## src/rtl/line_sensor_adc_reader.sv

```systemverilog
// line_sensor_adc_reader: scans the left/center/right line sensors on the
// ADC128S022 over SPI and classifies the robot orientation once per scan.
//
// state  | meaning
// S_GAP  | cs_n high, sclk high; inter-frame gap, waits for enable at terminal count
// S_LOW  | cs_n low, sclk low for CLK_DIV clks; din presented for this bit
// S_HIGH | cs_n low, sclk high for CLK_DIV clks; ends frame after bit 15
module line_sensor_adc_reader #(
  parameter int          CLK_DIV        = 13,
  parameter int          CS_HIGH_CYCLES = 26,
  parameter logic [11:0] THRESHOLD      = 12'd1000,
  parameter logic [2:0]  LEFT_CH        = 3'd0,
  parameter logic [2:0]  CENTER_CH      = 3'd1,
  parameter logic [2:0]  RIGHT_CH       = 3'd2
) (
  input  logic        clk,
  input  logic        reset,
  input  logic        enable,
  output logic        adc_cs_n,
  output logic        adc_sclk,
  output logic        adc_din,
  input  logic        adc_dout,
  output logic [11:0] left_sample,
  output logic [11:0] center_sample,
  output logic [11:0] right_sample,
  output logic        sample_valid,
  output logic [3:0]  bot_orientation
);

  localparam int CNT_MAX = (CLK_DIV > CS_HIGH_CYCLES) ? CLK_DIV : CS_HIGH_CYCLES;
  localparam int CNT_W   = $clog2(CNT_MAX + 1);

  typedef enum logic [1:0] {S_GAP, S_LOW, S_HIGH} state_t;

  state_t           state, state_nxt;
  logic [CNT_W-1:0] cnt;
  logic             cnt_tc;
  logic [3:0]       bit_idx;
  logic [3:0]       bit_nxt;
  logic             frame_start, frame_end, sclk_rise, sclk_fall;
  logic             restart;
  logic [1:0]       cur_ch, own_ch;
  logic             own_vld;
  logic [2:0]       cur_addr;
  logic             din_nxt;
  logic [11:0]      shift;

  function automatic logic [3:0] orient(input logic [2:0] lcr);
    case (lcr)
      3'b010:  orient = 4'd2;
      3'b100:  orient = 4'd1;
      3'b001:  orient = 4'd3;
      3'b110:  orient = 4'd5;
      3'b011:  orient = 4'd4;
      3'b111:  orient = 4'd6;
      3'b000:  orient = 4'd7;
      default: orient = 4'd0;
    endcase
  endfunction

  // terminal count depends on which phase is being timed
  always_comb begin
    if (state == S_GAP) cnt_tc = (cnt == CNT_W'(CS_HIGH_CYCLES - 1));
    else                cnt_tc = (cnt == CNT_W'(CLK_DIV - 1));
  end

  // state register
  always_ff @(posedge clk) begin
    if (reset) state <= S_GAP;
    else       state <= state_nxt;
  end

  // next-state logic
  always_comb begin
    state_nxt = state;
    case (state)
      S_GAP:   if (cnt_tc && enable) state_nxt = S_LOW;
      S_LOW:   if (cnt_tc) state_nxt = S_HIGH;
      S_HIGH:  if (cnt_tc) state_nxt = (bit_idx == 4'd15) ? S_GAP : S_LOW;
      default: state_nxt = S_GAP;
    endcase
  end

  // SPI framing outputs decoded from state
  always_comb begin
    adc_cs_n = (state == S_GAP);
    adc_sclk = (state != S_LOW);
  end

  // frame events and per-bit address decode
  always_comb begin
    frame_start = (state == S_GAP) && cnt_tc && enable;
    sclk_rise   = (state == S_LOW) && cnt_tc;
    sclk_fall   = (state == S_HIGH) && cnt_tc && (bit_idx != 4'd15);
    frame_end   = (state == S_HIGH) && cnt_tc && (bit_idx == 4'd15);
    bit_nxt     = bit_idx + 4'd1;
    case (cur_ch)
      2'd0:    cur_addr = LEFT_CH;
      2'd1:    cur_addr = CENTER_CH;
      default: cur_addr = RIGHT_CH;
    endcase
    din_nxt = 1'b0;
    case (bit_nxt)
      4'd2:    din_nxt = cur_addr[2];
      4'd3:    din_nxt = cur_addr[1];
      4'd4:    din_nxt = cur_addr[0];
      default: din_nxt = 1'b0;
    endcase
  end

  // phase counter: restarts on every state change, holds at terminal in an idle gap
  always_ff @(posedge clk) begin
    if (reset)                   cnt <= '0;
    else if (state != state_nxt) cnt <= '0;
    else if (!cnt_tc)            cnt <= cnt + 1'b1;
  end

  // bit index, din and receive shift register
  always_ff @(posedge clk) begin
    if (reset) begin
      bit_idx <= 4'd0;
      adc_din <= 1'b0;
      shift   <= 12'd0;
    end else begin
      if (frame_start) begin
        bit_idx <= 4'd0;
        adc_din <= 1'b0;
      end else if (sclk_fall) begin
        bit_idx <= bit_nxt;
        adc_din <= din_nxt;
      end else if (frame_end) begin
        adc_din <= 1'b0;
      end
      if (sclk_rise && (bit_idx >= 4'd4)) shift <= {shift[10:0], adc_dout};
    end
  end

  // channel rotation; data of each frame belongs to the previous frame's channel
  always_ff @(posedge clk) begin
    if (reset) begin
      restart <= 1'b1;
      cur_ch  <= 2'd0;
      own_ch  <= 2'd0;
      own_vld <= 1'b0;
    end else begin
      if ((state == S_GAP) && cnt_tc && !enable) restart <= 1'b1;
      if (frame_start) begin
        if (restart) begin
          cur_ch  <= 2'd0;
          own_vld <= 1'b0;
          restart <= 1'b0;
        end else begin
          own_ch  <= cur_ch;
          own_vld <= 1'b1;
          cur_ch  <= (cur_ch == 2'd2) ? 2'd0 : cur_ch + 2'd1;
        end
      end
    end
  end

  // sample registers, scan strobe and orientation, all updated at frame end
  always_ff @(posedge clk) begin
    if (reset) begin
      left_sample     <= 12'd0;
      center_sample   <= 12'd0;
      right_sample    <= 12'd0;
      sample_valid    <= 1'b0;
      bot_orientation <= 4'd0;
    end else begin
      sample_valid <= 1'b0;
      if (frame_end && own_vld) begin
        case (own_ch)
          2'd0: left_sample   <= shift;
          2'd1: center_sample <= shift;
          default: begin
            right_sample    <= shift;
            sample_valid    <= 1'b1;
            bot_orientation <= orient({left_sample < THRESHOLD,
                                       center_sample < THRESHOLD,
                                       shift < THRESHOLD});
          end
        endcase
      end
    end
  end

endmodule

```

## config.mk

```make
export PLATFORM = sky130hd
export DESIGN_NAME = line_sensor_adc_reader
export DESIGN_NICKNAME = d
export VERILOG_FILES = /design/src/rtl/line_sensor_adc_reader.sv
export SDC_FILE = /design/constraint.sdc
export NUM_CORES = 1
export LEC_CHECK = 0
export ABC_CLOCK_PERIOD_IN_PS = 2400
export CAP_MARGIN = 20
export CORE_ASPECT_RATIO = 1.1
export CORE_MARGIN = 8
export CORE_UTILIZATION = 47
export CTS_BUF_LIST = sky130_fd_sc_hd__clkbuf_8
export CTS_CLUSTER_SIZE = 8
export DETAILED_ROUTE_END_ITERATION = 12
export PLACE_DENSITY = 0.78
export SYNTH_ARGS = -nofsm -noshare
export SYNTH_HDL_FRONTEND = slang
export SYNTH_SLANG_ARGS = --single-unit
```

## constraint.sdc

```tcl
create_clock -name clk -period 2.4 [get_ports clk]
set_input_delay 0.72 -clock clk [delete_from_list [all_inputs] [get_ports clk]]
set_output_delay 0.72 -clock clk [all_outputs]
set_load 0.03 [all_outputs]
```

* After elaboration in Yosys (flattened, before gate mapping)
Index checks and enable logic that the tools add are counted.
** Storage, ports and cells
- Latch bits :: 0
- RAM bits :: 0
- Word-level logic and storage cells :: 86
- Bits of input ports :: 4
- Output and inout port bits :: 44
- Bits in read-only memories :: 0
- Register bits :: 71
- Memories :: 0
** Operators by class
- Multipliers :: 0
- Equal/unequal tests :: 20
- Magnitude comparators :: 4
- Div/mod/pow operators :: 0
- $add $sub $neg :: 3
- Bitwise operators :: 3
- Reduce and logical (&&, ||, !) cells :: 24
- Shift-type cells :: 0
- Muxes and demuxes :: 18
** Operator list (number)
- $lt A12 B10 Y1 const B :: 3
- $pmux W3 S7 :: 1
- $logic_and A1 B1 Y1 :: 10
- $mux W2 :: 5
- $eq A3 B3 Y1 const B :: 3
- $mux W1 :: 9
- $eq A4 B2 Y1 const B :: 2
- $reduce_and A2 Y1 :: 4
- $reduce_or A2 Y1 :: 4
- $eq A2 B1 Y1 const B :: 3
- $eq A3 B2 Y1 const B :: 2
- $logic_not A2 Y1 :: 3
- $pmux W2 S3 :: 1
- $add A5 B1 Y5 const B :: 1
- $eq A5 B4 Y1 const B :: 1
- $eq A5 B5 Y1 const B :: 1
- $add A4 B1 Y4 const B :: 1
- $eq A2 B2 Y1 const B :: 2
- $eq A4 B3 Y1 const B :: 1
- $eq A4 B4 Y1 const B :: 1
- $ge A4 B3 Y1 const B :: 1
- $ne A4 B4 Y1 const B :: 1
- $pmux W2 S2 :: 1
- $eq A3 B1 Y1 const B :: 1
- 8 further kinds :: 10

* Longest topological paths before layout
Gate-level depths: netlist of the first run.
- Depth in word-level cells :: 7
- Gate-level depth with buffers :: 8
- Mapped depth without buffers :: 6

* Worst setup path before layout of the first run
OpenSTA, ideal clock, no wires.
- Kind :: flip-flop to flip-flop
- Start :: register state[0]
- End :: register center_sample[6]
- Stages on the path, launching flop included :: 9
- Required time :: 2272 ps
- Arrival :: 1770 ps
- Setup time :: 128 ps
- Setup slack :: 502 ps
- Buffers on the path :: 3
- Clock period less this slack :: 1898 ps
- Path through :: dfxtp_1 > buf_2 > nor2_2 > mux2i_4 > buf_6 > nand4_4 > buf_6 > mux2i_1 > nor2_1
** On the way
- Longest elaborated chain between the ends :: 6
- Elaborated cells between the ends (all ways) :: 7
- Those cells by class :: eq/ne (1); mux (1); reduce/logical (5)
** Ends and longest elaborated chain
- from (decl) :: line 35 : state_t state, state_nxt;
- from (signal assigned) :: line 70 : else state <= state_nxt;
- $logic_not A2 Y1
- via adc_cs_n :: line 19 : output logic adc_cs_n,
- $mux W1 :: line 63 : if (state == S_GAP) cnt_tc = (cnt == CNT_W'(CS_HIGH_CYCLES - 1));
- $logic_and A1 B1 Y1 (2 in series) :: line 95 : frame_end = (state == S_HIGH) && cnt_tc && (bit_idx == 4'd15);
- $logic_and A1 B1 Y1 :: line 171 : if (frame_end && own_vld) begin
- $reduce_and A2 Y1 (no line)
- to (signal assigned) :: line 174 : 2'd1: center_sample <= shift;
- to (decl) :: line 24 : output logic [11:0] center_sample,
The timed path passes the listed nets, and every way through them passes these cells.
A chain may end at the register's enable or synchronous reset.

* Worst setup path after layout of the first run
- Start :: register cnt[2]
- End :: register right_sample[4]
** On the way
- Longest elaborated chain between the ends :: 6
- Elaborated cells between the ends (all ways) :: 7
- Those cells by class :: eq/ne (2); mux (1); reduce/logical (4)
** Ends and longest elaborated chain
- from (decl) :: line 36 : logic [CNT_W-1:0] cnt;
- from (signal assigned) :: line 115 : else if (!cnt_tc) cnt <= cnt + 1'b1;
- $eq A5 B4 Y1 or $eq A5 B5 Y1 (tied branches) :: line 64, 63
- $mux W1 (*) :: line 63
- $logic_and A1 B1 Y1 (*) (2 in series) :: line 95
- $logic_and A1 B1 Y1 (*) :: line 171
- $reduce_and A2 Y1 (no line) (*)
- to (signal assigned) :: line 176 : right_sample <= shift;
- to (decl) :: line 25 : output logic [11:0] right_sample,
Every way passes the cells marked *; elsewhere a longest branch is shown, timed or not.

==> impl_results.md, run 1 <==
- Outcome: completed
- Height of the die: 99.3 µm
- Worst r2r dst: right_sample[4]
- Synth top area share: 47.2%
- Setup TNS: 0 ns
- Worst R2R Start: cnt[2]
- Post-synthesis cell count: 322
- CTS clk-pin slew, worst paths: 0.08 ns
- Final Cycle Share: between 80% and 90%
- Register area share after synthesis: 47.2%
- IO Pins: 48
- Hold crit path type: flip-flop to flip-flop
- Slew @ Worst Pin: 0.610 ns
- Slowest-stage cell, CP: mux2i_4
- Vias per cell: about 5.3
- Total global routing overflow: 0
- Vias in the first global route: approximately 2300
- Fin util: between 60% and 70%
- Avg Inst Size Synth: 9.22 µm²
- Worst setup EP type: flip-flop
- Fill cells: 552
- Switch share: 20.9%
- Final Skew: roughly 0.0062 ns
- Clk pwr share: 48.8%
- Starting Density: 48.2%
- Hold Path End: right_sample[6]
- Pin count of the biggest net entering global routing: 58
- Synth cell types: 47
- WL/cell: 14.8 µm
- Largest stage delay, worst path: 0.45 ns
- Hold_buf cts: 0
- Maxcap violations: 0
- CTS H-tree depth: 3
- Width of the die: between 90 and 100 µm
- CP Cell Sequence: or3b_1 -> mux2i_4 -> nand4_2 -> nand2_1 -> a21oi_1
- Tmin final: around 2.2 ns
- R2R depth: 5
- Hold path start: right_sample[6]
- Largest area contributor in the netlist: dfxtp_1
- Core area: 6160 µm²
- CTS buffer count: 9
- Leakage: 1.56 nW
- Max Clock Freq: 465 MHz
- Hold Vio Cnt, Final: 0
- Antenna violations before repair: 0
- Largest buffer count on any clock path: 2
- CTS sink count: 70
- Detail Route Antenna Nets: 0
- Antenna Cells: 0
- FP Rows: 30
- Vias: ~2400
- Total Wirelength: 6660 µm
- Critical Path AT: 2.35 ns
- # nets final: between 300 and 400
- Final max-slew violation count: 0
- Placed Area: between 3000 and 4000 µm²
- Die ar.: 9120 µm²
- Clock Latency Late Sink: 0.34 ns
- Area Overhead vs Synth: 24.6%
- Largest delay share family, worst path: simple AND/OR/NAND/NOR gates
- 1st-pass router iterations: 4
- Root buffer cell: clkbuf_8
- Critical path type: flip-flop to flip-flop
- Net count after synthesis: 330
- Pwr Total: 2.36 mW
- IO buf count: 46
- Combinational share of power: 1.7%
- Max VDD drop: 0.386 mV
- First-pass GRT wire length: 11200 µm
- CP Launch Type: flip-flop
- Post-CTS setup repair buffer count: 0
- Cell area after layout: 3700 µm²
- Final setup vio count: 0
- Flop-to-flop setup slack: 0.25 ns
- Layout cell share with drive strength beyond 1: 8.92%
- Top cells by area, synth: dfxtp_1 47%, mux2i_1 13%, nor2_1 6.3%
- Synth Warn #: 0
- Relative slew slack: about 60%
- Required @ worst endpoint: 2.60 ns
- Switching Power: 0.493 mW
- Cell Int Power: 1.87 mW
- DP HPWL: approximately 4600 µm
- Seq cells post-synth: 70
- CTS tree: built
- Final GP Congestion: about 0.85
- PwrDens: 639 nW/µm²
- Worst-path maximum fanout: 14
- DRT iter0 DRCs: 121
- Mapped Area: 2970 µm²
- Global Route Usage Sum: 15.0%
- Unrepaired setup endpoints after global routing: false
- DRC viols: 0
- Hold depth: 2
- Reg power frac: 49.5%
- Buffers & Inverters on Critical Path: 0
[power by group through the flow]
stage	Sequential [mW]	Combinational [mW]	Clock, mW
floorplan	1.20	0.0309	0
global placement	1.20	0.0397	0
detailed placement	1.20	0.0401	0
CTS	1.17	0.0405	1.17
global route	1.17	0.0455	1.23
finish	1.17	0.0404	1.15
[placed cells by master (no fill, tap or decap), types with 2 or more instances in the layout]
| cell | count |
|---|---|
| ha_1 | 4 |
| mux2i_1 | 38 |
| dfxtp_1 | 68 |
| nor2_2 | 2 |
| nand3_1 | 8 |
| xor2_1 | 2 |
| dfxtp_2 | 2 |
| nand2b_1 | 2 |
| a21oi_1 | 25 |
| dlymetal6s2s_1 | 2 |
| a211oi_1 | 3 |
| clkbuf_8 | 9 |
| nand4_4 | 2 |
| nand3b_1 | 4 |
| clkdlybuf4s50_1 | 43 |
| nor2_1 | 50 |
| buf_4 | 6 |
| clkinvlp_4 | 3 |
| xnor2_1 | 4 |
| nor3_1 | 4 |
| bufinv_16 | 3 |
| inv_1 | 5 |
| o21ai_0 | 7 |
| nor2b_1 | 5 |
| nand4_1 | 5 |
| nand2_1 | 37 |
| nand4_2 | 2 |
| a31oi_1 | 2 |
[cell families (layout without fill, tap and decap cells)]
group,after synthesis,after routing,share of synthesized area [%]
flops,70,70,47.2
simple gates,129,129,21.2
mux,39,39,13.6
other cells,1,1,0.126
compound gates,48,48,9.61
fa+ha+maj,4,4,1.69
xor+xnor,6,6,1.77
buf+inv,25,73,4.76
[worst min-delay path: stages (launching register included)]
cell and delay [ns]:
dfxtp_1 0.32, nand2_1 0.05, a21oi_1 0.05
[Yosys cell counts (all sizes together)]
cell type / count
dfxtp: 70
nor2: 52
mux2i: 39
nand2: 37
a21oi: 25
buf: 13
nand4: 9
nand3: 8
o21ai: 8
clkbuf: 7
inv: 5
nor2b: 5
ha: 4
nand3b: 4
nor3: 4
xnor2: 4
a211oi: 3
a31oi: 2
nand2b: 2
xor2: 2
a2111oi: 1
a211o: 1
a21boi: 1
a21o: 1
a221oi: 1
and2: 1
and3: 1
and4: 1
conb: 1
nor3b: 1
nor4: 1
nor4b: 1
o2111ai: 1
o211ai: 1
o21a: 1
o21bai: 1
o22ai: 1
or2: 1
or3b: 1
[stage by stage]
step,setup WS (ns),hold WS [ns],instances
floorplan,0.502,0.457,322
global placement,0.305,0.443,434
detailed placement,0.267,0.447,434
CTS,0.0326,0.458,450
global route,0.108,0.490,450
finish,0.249,0.454,450
[per-layer routing]
layer / wire length [µm] / GRT usage, % / up-vias
met4: 63 / 6.20 / 0
met5: 0 / 0 / -
met1: 3090 / 18.1 / 1119
met3: 375 / 4.22 / 8
li1: - / - / 1186
met2: 3130 / 24.3 / 58
[sequential cells by signal (all words and copies together) (netlist names), named ones only]
signal,cells
adc_din,1
bit_idx,4
bot_orientation,3
center_sample,12
cnt,5
cur_ch,2
left_sample,12
own_ch,2
own_vld,1
right_sample,12
sample_valid,1
shift,12
state,2
[worst max path at each step]
stage / start / endpoint / slack, ns / depth (start not counted)
2_1_floorplan: state[0] / center_sample[6] / 0.50 / 8
3_3_place_gp: state[0] / adc_sclk / 0.30 / 3
3_5_place_dp: cnt[2] / right_sample[4] / 0.27 / 5
4_1_cts: state[0] / adc_cs_n / 0.03 / 2
5_1_grt: cnt[2] / left_sample[8] / 0.11 / 5
6_report: cnt[2] / right_sample[4] / 0.25 / 5
[area by class of cell]
class	count	area, µm²	area share, %
clock buffers	9	124	3.35
repair buffers	52	505	13.7
well taps	80	100	2.71
flip-flops and latches	70	1400	38.0
inverters	5	18.8	0.507
clock inverters	7	121	3.28
multi-input cells	227	1430	38.5
[timing repair]
action / in CTS / in global routing
setup endpoints to repair: 2 / 2
gates resized for setup: 2 / 2
hold endpoints to repair: 0 / 0
(Power assumes the default switching activity.)
==> run 2, diff against run 1 <==
Settings changed: ABC_CLOCK_PERIOD_IN_PS 2400 to 2600.
Clock period 2.4 ns to 2.6 ns, I/O delays scaled along.
==> impl_results.md, run 2 (same netlist as run 1, synthesis figures left out) <==
- Outcome: completed (unchanged)
- Critical path type: flip-flop to output pin (was flip-flop to flip-flop)
- Antenna Cells: 0 (unchanged)
- PwrDens: 560 nW/µm² (was 639 nW/µm²)
- IO Pins: 48 (unchanged)
- Final Cycle Share: 92.7%
- 1st-pass router iterations: 5 (was 4)
- Global Route Usage Sum: 15.6% (was 15.0%)
- WL/cell: 15.1 µm (was 14.8 µm)
- Hold slack: 0.455 ns (was 0.454 ns)
- Leakage: 1.58 nW (was 1.56 nW)
- Area Overhead vs Synth: 24.2% (was 24.6%)
- Root buffer cell: clkbuf_8 (unchanged)
- CTS sink count: 70 (unchanged)
- Critical Path AT: 1.63 ns (was 2.35 ns)
- Pin count of the biggest net entering global routing: 26 (was 58)
- Tmin final: between 2 and 2.5 ns
- Vias: 2397 (was 2371)
- Fin util: 59.9% (was 60.1%)
- DRC viols: 0 (unchanged)
- CTS buffer count: 9 (unchanged)
- Met1 Resource Use GR: 18.5% (was 18.1%)
- DP HPWL: 4780 µm (was 4570 µm)
- Total global routing overflow: 0 (unchanged)
- Placed Area: 3470 µm² (was 3450 µm²)
- Hold crit path type: flip-flop to flip-flop (unchanged)
- Max VDD drop: 0.308 mV (was 0.386 mV)
- Final max-slew violation count: 0 (unchanged)
- Detail Route Antenna Nets: 0 (unchanged)
- # nets final: 376 (was 373)
- First-pass GRT wire length: 11600 µm (was 11200 µm)
- GR Util met3: 6.03% (was 4.22%)
- Total Wirelength: 6830 µm (was 6660 µm)
- Maxcap violations: 0 (unchanged)
- Most common cell after layout, fill and taps aside: dfxtp_1 (unchanged)
- Required @ worst endpoint: 1.82 ns (was 2.60 ns)
- Setup TNS: 0 ns (unchanged)
- Cell area after layout: 3680 µm² (was 3700 µm²)
- Slew @ Worst Pin: 0.605 ns (was 0.610 ns)
- DRT iter0 DRCs: 121 (unchanged)
- Vias in the first global route: 2362 (was 2340)
- Layout cell share with drive strength beyond 1: 9.38% (was 8.92%)
- Final GP Congestion: 0.819 (was 0.846)
- Grt peak-use layer: met2 (unchanged)
- Vias per cell: 5.29 (was 5.27)
- CTS tree: built (unchanged)
- Worst-path maximum fanout: 10 (was 14)
- Final Skew: 0.00702 ns (was 0.00625 ns)
- FP Rows: 30 (unchanged)
- Most frequent cells in the layout: 68 x dfxtp_1, 50 x nor2_1, 45 x clkdlybuf4s50_1 (was 68 x dfxtp_1, 50 x nor2_1, 43 x clkdlybuf4s50_1)
- Final setup vio count: 0 (unchanged)
- IO buf count: 46 (unchanged)
- Width of the die: 91.8 µm (unchanged)
- Height of the die: 99.3 µm (unchanged)
- CTS H-tree depth: 3 (unchanged)
- CTS clk-pin slew, worst paths: 0.08 ns (about the same)
- Max Clock Freq: 415 MHz
- Antenna violations before repair: 0 (unchanged)
- Pwr Total: 2.07 mW (was 2.36 mW)
- Relative slew slack: 59.2% (was 58.9%)
- Hold Vio Cnt, Final: 0 (unchanged)
- Clock Latency Late Sink: 0.34 ns (about the same)
- Starting Density: 48.2% (unchanged)
- Worst setup EP type: output pin (was flip-flop)
- Unrepaired setup endpoints after global routing: false (unchanged)
- Largest buffer count on any clock path: 2 (unchanged)
- Fill cells: 562 (was 552)
- Die ar.: 9120 µm² (unchanged)
- Core area: 6160 µm² (unchanged)
- CP Launch Type: flip-flop (unchanged)
- Met2 track demand over resource: 25.4% (was 24.3%)
## run 2: path summary, 6_finish.rpt
check | from | to | cells after the start | slack (ns)
max reg2reg | cnt[2] | bot_orientation[0] | 5 | 0.43
min | right_sample[7] | right_sample[7] | 2 | 0.46
max | state[0] | adc_cs_n | 2 | 0.19
min reg2reg | right_sample[7] | right_sample[7] | 2 | 0.46
## run 2: final cells by class
| type | count | area [µm²] | share of cell area (%) |
|---|---|---|---|
| clock inverters | 7 | 90.1 | 2.44 |
| repair buffers | 55 | 523 | 14.2 |
| clock buffers | 9 | 124 | 3.36 |
| multi-input cells | 227 | 1430 | 38.7 |
| inverters | 5 | 18.8 | 0.509 |
| well taps | 80 | 100 | 2.72 |
| flip-flops and latches | 70 | 1400 | 38.1 |
## run 2: metrics by stage
step	worst slack, ns	std cells
after floorplan	0.702	322
after global placement	0.501	437
after detailed placement	0.432	437
after CTS	0.0663	453
after global routing	0.0961	453
final	0.190	453
## run 2: routing by layer
layer | vias to the layer above | wire [µm]
met5 | - | 0
met4 | 0 | 91
met3 | 8 | 377
met2 | 66 | 3330
met1 | 1133 | 3030
li1 | 1190 | -
## run 2: critical path: stages (launching register included)
cell             delay [ns]
dfxtp_2                0.38
nor2_2                 0.21
clkdlybuf4s50_1        0.71
## run 2: where the power goes
| group | switching, mW | internal, mW |
|---|---|---|
| sequential | 0.00513 | 1.08 |
| clock | 0.411 | 0.535 |
| combinational | 0.0258 | 0.0131 |
| total | 0.442 | 1.62 |
## run 2: timing repair
action	in CTS	in global routing
resized for setup	0	2
endpoints found under the setup margin	0	1
buffers inserted	0	0
hold buffers	0	0
